File: src/rtl/elevator_pkg.sv
// Shared types and default sizing for the elevator floor-call scheduler.
package elevator_pkg;

    localparam int N_FLOORS_DEF = 4;
    localparam int FLOOR_W_DEF  = 2;

    typedef enum logic [1:0] {
        ST_IDLE = 2'b00,
        ST_UP   = 2'b01,
        ST_DOWN = 2'b10
    } state_e;

endpackage

File: src/rtl/floor_priority_finder.sv
// Finds the nearest set mask bit strictly above and strictly below cur_floor.
module floor_priority_finder #(
    parameter int N_FLOORS = 4,
    parameter int FLOOR_W  = 2
) (
    input  logic [N_FLOORS-1:0] mask,
    input  logic [FLOOR_W-1:0]  cur_floor,
    output logic                found_above,
    output logic [FLOOR_W-1:0]  idx_above,
    output logic                found_below,
    output logic [FLOOR_W-1:0]  idx_below
);

    always_comb begin
        found_above = 1'b0;
        idx_above   = '0;
        found_below = 1'b0;
        idx_below   = '0;
        // Descending scan: the last hit is the lowest floor above the car.
        for (int i = N_FLOORS - 1; i >= 0; i--) begin
            if (mask[i] && (FLOOR_W'(i) > cur_floor)) begin
                found_above = 1'b1;
                idx_above   = FLOOR_W'(i);
            end
        end
        // Ascending scan: the last hit is the highest floor below the car.
        for (int i = 0; i < N_FLOORS; i++) begin
            if (mask[i] && (FLOOR_W'(i) < cur_floor)) begin
                found_below = 1'b1;
                idx_below   = FLOOR_W'(i);
            end
        end
    end

endmodule

File: src/rtl/floor_request_scheduler.sv
// Latches floor calls and runs a SCAN sweep to pick the next target floor.
//   state   | meaning
//   IDLE    | no calls away from the car; may target cur_floor if a call waits there
//   UP      | sweeping up toward the nearest call above
//   DOWN    | sweeping down toward the nearest call below
module floor_request_scheduler
    import elevator_pkg::*;
#(
    parameter int N_FLOORS = N_FLOORS_DEF,
    parameter int FLOOR_W  = FLOOR_W_DEF
) (
    input  logic                clk,
    input  logic                rst,
    input  logic [N_FLOORS-1:0] req_pulse,
    input  logic [FLOOR_W-1:0]  cur_floor,
    input  logic                at_floor,
    output logic [N_FLOORS-1:0] pending,
    output logic [FLOOR_W-1:0]  target_floor,
    output logic                target_valid,
    output logic                dir_up,
    output logic                dir_down
);

    state_e                state_q, state_d;
    logic [N_FLOORS-1:0]   pending_q, pending_d;
    logic [FLOOR_W-1:0]    target_q, target_d;
    logic                  valid_q, valid_d;

    logic [N_FLOORS-1:0]   cur_sel;
    logic [N_FLOORS-1:0]   serve;
    logic [N_FLOORS-1:0]   eff;
    logic                  found_above, found_below;
    logic [FLOOR_W-1:0]    idx_above, idx_below;

    // An out-of-range cur_floor matches no bit, so nothing gets served.
    always_comb begin
        for (int i = 0; i < N_FLOORS; i++) begin
            cur_sel[i] = (cur_floor == FLOOR_W'(i));
        end
    end

    assign serve     = cur_sel & {N_FLOORS{at_floor}};
    assign eff       = pending_q & ~serve;
    assign pending_d = (pending_q | req_pulse) & ~serve;

    floor_priority_finder #(
        .N_FLOORS (N_FLOORS),
        .FLOOR_W  (FLOOR_W)
    ) u_finder (
        .mask        (eff),
        .cur_floor   (cur_floor),
        .found_above (found_above),
        .idx_above   (idx_above),
        .found_below (found_below),
        .idx_below   (idx_below)
    );

    always_comb begin
        state_d  = state_q;
        target_d = target_q;
        valid_d  = 1'b0;
        case (state_q)
            ST_IDLE: begin
                if (found_above)      state_d = ST_UP;
                else if (found_below) state_d = ST_DOWN;
            end
            ST_UP: begin
                if (!found_above)     state_d = found_below ? ST_DOWN : ST_IDLE;
            end
            ST_DOWN: begin
                if (!found_below)     state_d = found_above ? ST_UP : ST_IDLE;
            end
            default:                  state_d = ST_IDLE;
        endcase
        // Targets track the state being entered so both update on the same edge.
        case (state_d)
            ST_UP: begin
                target_d = idx_above;
                valid_d  = 1'b1;
            end
            ST_DOWN: begin
                target_d = idx_below;
                valid_d  = 1'b1;
            end
            default: begin
                if (|(eff & cur_sel) && !at_floor) begin
                    target_d = cur_floor;
                    valid_d  = 1'b1;
                end
            end
        endcase
    end

    always_ff @(posedge clk or negedge rst) begin
        if (!rst) begin
            state_q   <= ST_IDLE;
            pending_q <= '0;
            target_q  <= '0;
            valid_q   <= 1'b0;
        end else begin
            state_q   <= state_d;
            pending_q <= pending_d;
            target_q  <= target_d;
            valid_q   <= valid_d;
        end
    end

    assign pending      = pending_q;
    assign target_floor = target_q;
    assign target_valid = valid_q;
    assign dir_up       = (state_q == ST_UP);
    assign dir_down     = (state_q == ST_DOWN);

endmodule
File: config.mk
export PLATFORM = sky130hd
export DESIGN_NAME = floor_request_scheduler
export DESIGN_NICKNAME = d
export VERILOG_FILES = /design/src/rtl/elevator_pkg.sv /design/src/rtl/floor_priority_finder.sv /design/src/rtl/floor_request_scheduler.sv
export SDC_FILE = /design/constraint.sdc
export NUM_CORES = 1
export LEC_CHECK = 0
export BUFFER_PORTS_ARGS = -buffer_cell sky130_fd_sc_hd__buf_2
export CORE_AREA = 3 3 42 44
export CTS_CLUSTER_SIZE = 16
export DETAILED_ROUTE_END_ITERATION = 16
export DIE_AREA = 0 0 45 47
export GPL_TIMING_DRIVEN = 0
export PLACE_DENSITY = 0.67
export SYNTH_ARGS = -nofsm -noshare
export SYNTH_HDL_FRONTEND = slang
export SYNTH_HIERARCHICAL = 1
export SYNTH_SLANG_ARGS = --single-unit
File: constraint.sdc
create_clock -name clk -period 2 [get_ports clk]
set_input_delay 0.6 -clock clk [delete_from_list [all_inputs] [get_ports clk]]
set_output_delay 0.6 -clock clk [all_outputs]
set_load 0.01 [all_outputs]
==> run_results.csv <==
group,metric,value,unit
clocking,cts_buffer_depth,2,
place,postPlaceCellArea,728,um2
floorplanning,fp.dieW,45,um
setup_path,crit_arrival,2460,ps
logic_synthesis,synthFlopType,"dfrtp_1",
sta,max_slew.worst_pin.slew,365,ps
clocking,cts_buffers,3,
setup_path,crit_top_cell,"buf_8",
sta,hold-worst-slack,187,ps
logic_synthesis,synth_cells,65,
final_layout,multi_input_area,433,um2
logic_synthesis,yosys.cell_types.count,27,
clocking,clock_latency,250,ps
logic_synthesis,synth_seq_area_share,36.7,%
setup_path,cp_slowest_stage_delay,310,ps
sta,worst_slack,-329,ps
clocking,cts_tree,"done",
sta,clock_skew,5.42,ps
floorplanning,initial_utilization,41.8,%
global_route,grt_pass1_wl,2.71,mm
status,status,"finished with violations",
sta,fmax,0.429,GHz
place,dp.final_hpwl,982,um
clocking,cts_root_buf,"clkbuf_4",
status,violations,"setup timing",
logic_synthesis,synthArstFlopShare,100,%
setup_path,crit_type,"in -> reg",
floorplanning,coreArea,1470,um2
logic_synthesis,synthTopCellsByArea,"dfrtp_1, mux2_4, ha_1, o21ai_0, buf_6",
logic_synthesis,synth_edf_count,0,
power,p_per_area,771,nW/um2
setup_path,worstPathMaxFanout,5,
final_layout,syn2layout_area_growth,57.4,%
floorplanning,die_y,47,um
floorplanning,row_count,14,
final_layout,finish.utilization,65.7,%
logic_synthesis,synth_fp_nets,76,
logic_synthesis,yosysMostFrequentCell,"dfrtp_1",
drt,first_iter_violations,17,
final_layout,fin_area,967,um2
setup_path,r2r-start,"pending[1]",
place,place_ws,-710,ps
power,power,0.000746,W
flow_run,maxCapViolCount,0,
drt,post_drt_wl_per_cell,14.4,um
place,gp_congestion,0.789,
global_route,grt_pass1_vias,621,
logic_synthesis,syn_area,614,um2
floorplanning,dieArea,2120,um2
final_layout,drive_above_1_share,57.0,%
sta,hold_violations,0,
power,power_leakage,0.448,nW
final_layout,antenna_cells,0,
clocking,cts_htree_levels,1,
drt,dr_total_vias,623,
setup_path,start_kind,"primary input",
clocking,clkSinkCount,9,
drt,route.detailed.drc,0,
drt,vias_per_cell,5.37,
sta,drv_slew,0,
setup_path,slowest_stage,"mux2_4",
sta,relSlewSlack,75.0,%
global_route,grt_max_degree,10,
setup_path,cp.required,2130,ps
setup_path,r2r_cells,11,
floorplanning,pin_count,18,
logic_synthesis,yosys_warnings,6,
global_route,gr-total-overflow,0,
global_route,grt_usage,18.0,%
final_layout,ff_latch_area,225,um2
final_layout,nNetsFinal,112,
sta,fin_crit,2330,ps
setup_path,path_cells,"buf_8, buf_8, buf_4, o21a_2, a21oi_1, o21ai_2, o21ai_1, nand2_1, ha_4, nor2_4, o221ai_4, mux2_4",
global_route,antenna_found_initial,0,
drt,drt-total-wl,1.67,mm
logic_synthesis,ys_top_cells_by_count,"dfrtp_1, nand2_1, nor2_1, o21ai_0, inv_1",
place,io_buffer_count,17,
setup_path,rrSetupSlack,-50,ps
drt,dr.pass1.iters,4,
min_path,hold_class,"in -> async",
drt,antenna_left,0,
sta,rsz0062_at_grt,"true",
setup_path,worstReg2RegEnd,"target_floor[1]",
sta,setup_viol,4,
power,vdd_ir_drop_max,0.000549,V
logic_synthesis,yosysTopAreaCell,"dfrtp_1",
setup_path,crit_path_end_kind,"flop",
sta,period_share,116,%
logic_synthesis,yosys_register_bits,9,
final_layout,fillers,114,
logic_synthesis,syn_avg_cell_area,9.45,um2
logic_synthesis,yosys.area.top_type_share,36.7,%
clocking,clk_pin_slew,60,ps
[worst max-delay path, delay by kind of cell]
kind,cells,cell delay [ps]
buffers and inverters,3,350
adders and majority gates,1,200
and+or+nand+nor,2,240
muxes,1,310
AOI/OAI and AO/OA,5,760
[where the power goes]
group | switching (W) | internal [W]
logic | 0.000169 | 0.000201
registers | 0.0000215 | 0.000220
clock network | 0.0000580 | 0.0000765
total | 0.000249 | 0.000497
[repair_timing]
item                                    in CTS  in global routing
hold buffers                                 0                  0
endpoints found under the setup margin       3                  4
gates cloned                                 0                  0
pin swaps                                    3                  8
gates resized for setup                     15                 15
buffers inserted                            10                  8
[placed cells by master (no fill, tap or decap), types with 2 or more instances in the layout]
master / netlist / routed
buf_2: 0 / 15
dfrtp_1: 9 / 9
buf_4: 0 / 9
nand2_1: 6 / 6
buf_6: 2 / 6
o21ai_2: 0 / 5
clkbuf_4: 0 / 4
o21ai_1: 3 / 3
inv_1: 4 / 3
nor2b_1: 3 / 3
nor2_1: 5 / 3
a21oi_1: 3 / 3
buf_8: 0 / 2
and2_4: 0 / 2
o21a_1: 3 / 2
mux2i_1: 2 / 2
a22oi_1: 2 / 2
mux2_4: 2 / 2
ha_4: 0 / 2
[worst max-delay path by stage]
stage            startpoint               to  slack (ps)  cells past startpoint
5_1_grt        cur_floor[0]  target_floor[1]        -410                     13
6_report       cur_floor[0]  target_floor[1]        -330                     12
4_1_cts        cur_floor[0]  target_floor[0]        -290                     14
3_3_place_gp   cur_floor[0]  target_floor[0]        -660                     14
2_1_floorplan  cur_floor[0]  target_floor[0]        -350                     13
3_5_place_dp   cur_floor[0]  target_floor[0]        -710                     14
[through the flow]
step / TNS (ps) / cells
final: -890 / 116
after global routing: -1210 / 116
after floorplan: -785 / 65
after CTS: -756 / 112
after detailed placement: -1850 / 98
after global placement: -1710 / 98
[layout make-up]
cell class | count | area share [%]
buffer | 2 | 2.72
clock buffer | 4 | 2.72
inverter | 4 | 1.55
multi-input combinational | 50 | 44.8
sequential | 9 | 23.3
tap | 16 | 2.07
timing repair buffer | 31 | 22.9
[kinds of logic after synthesis]
group / count (synthesis) / synth area share, %
simple gates: 23 / 20.8
compound gates: 21 / 24.2
flops: 9 / 36.7
buf+inv: 6 / 6.11
mux: 4 / 8.15
fa+ha+maj: 2 / 4.07
[flip-flops by register name, summed over array words and instances (netlist names)]
signal        count
target_floor      2
pending           4
state_q           2
target_valid      1
[routing by layer]
layer | GRT usage [%] | routed length [um]
met5 | 0 | 0
met1 | 23.2 | 719
met3 | 4.21 | 76
met4 | 9.94 | 34
met2 | 27.7 | 838
Power figures use the tool's default switching activity.
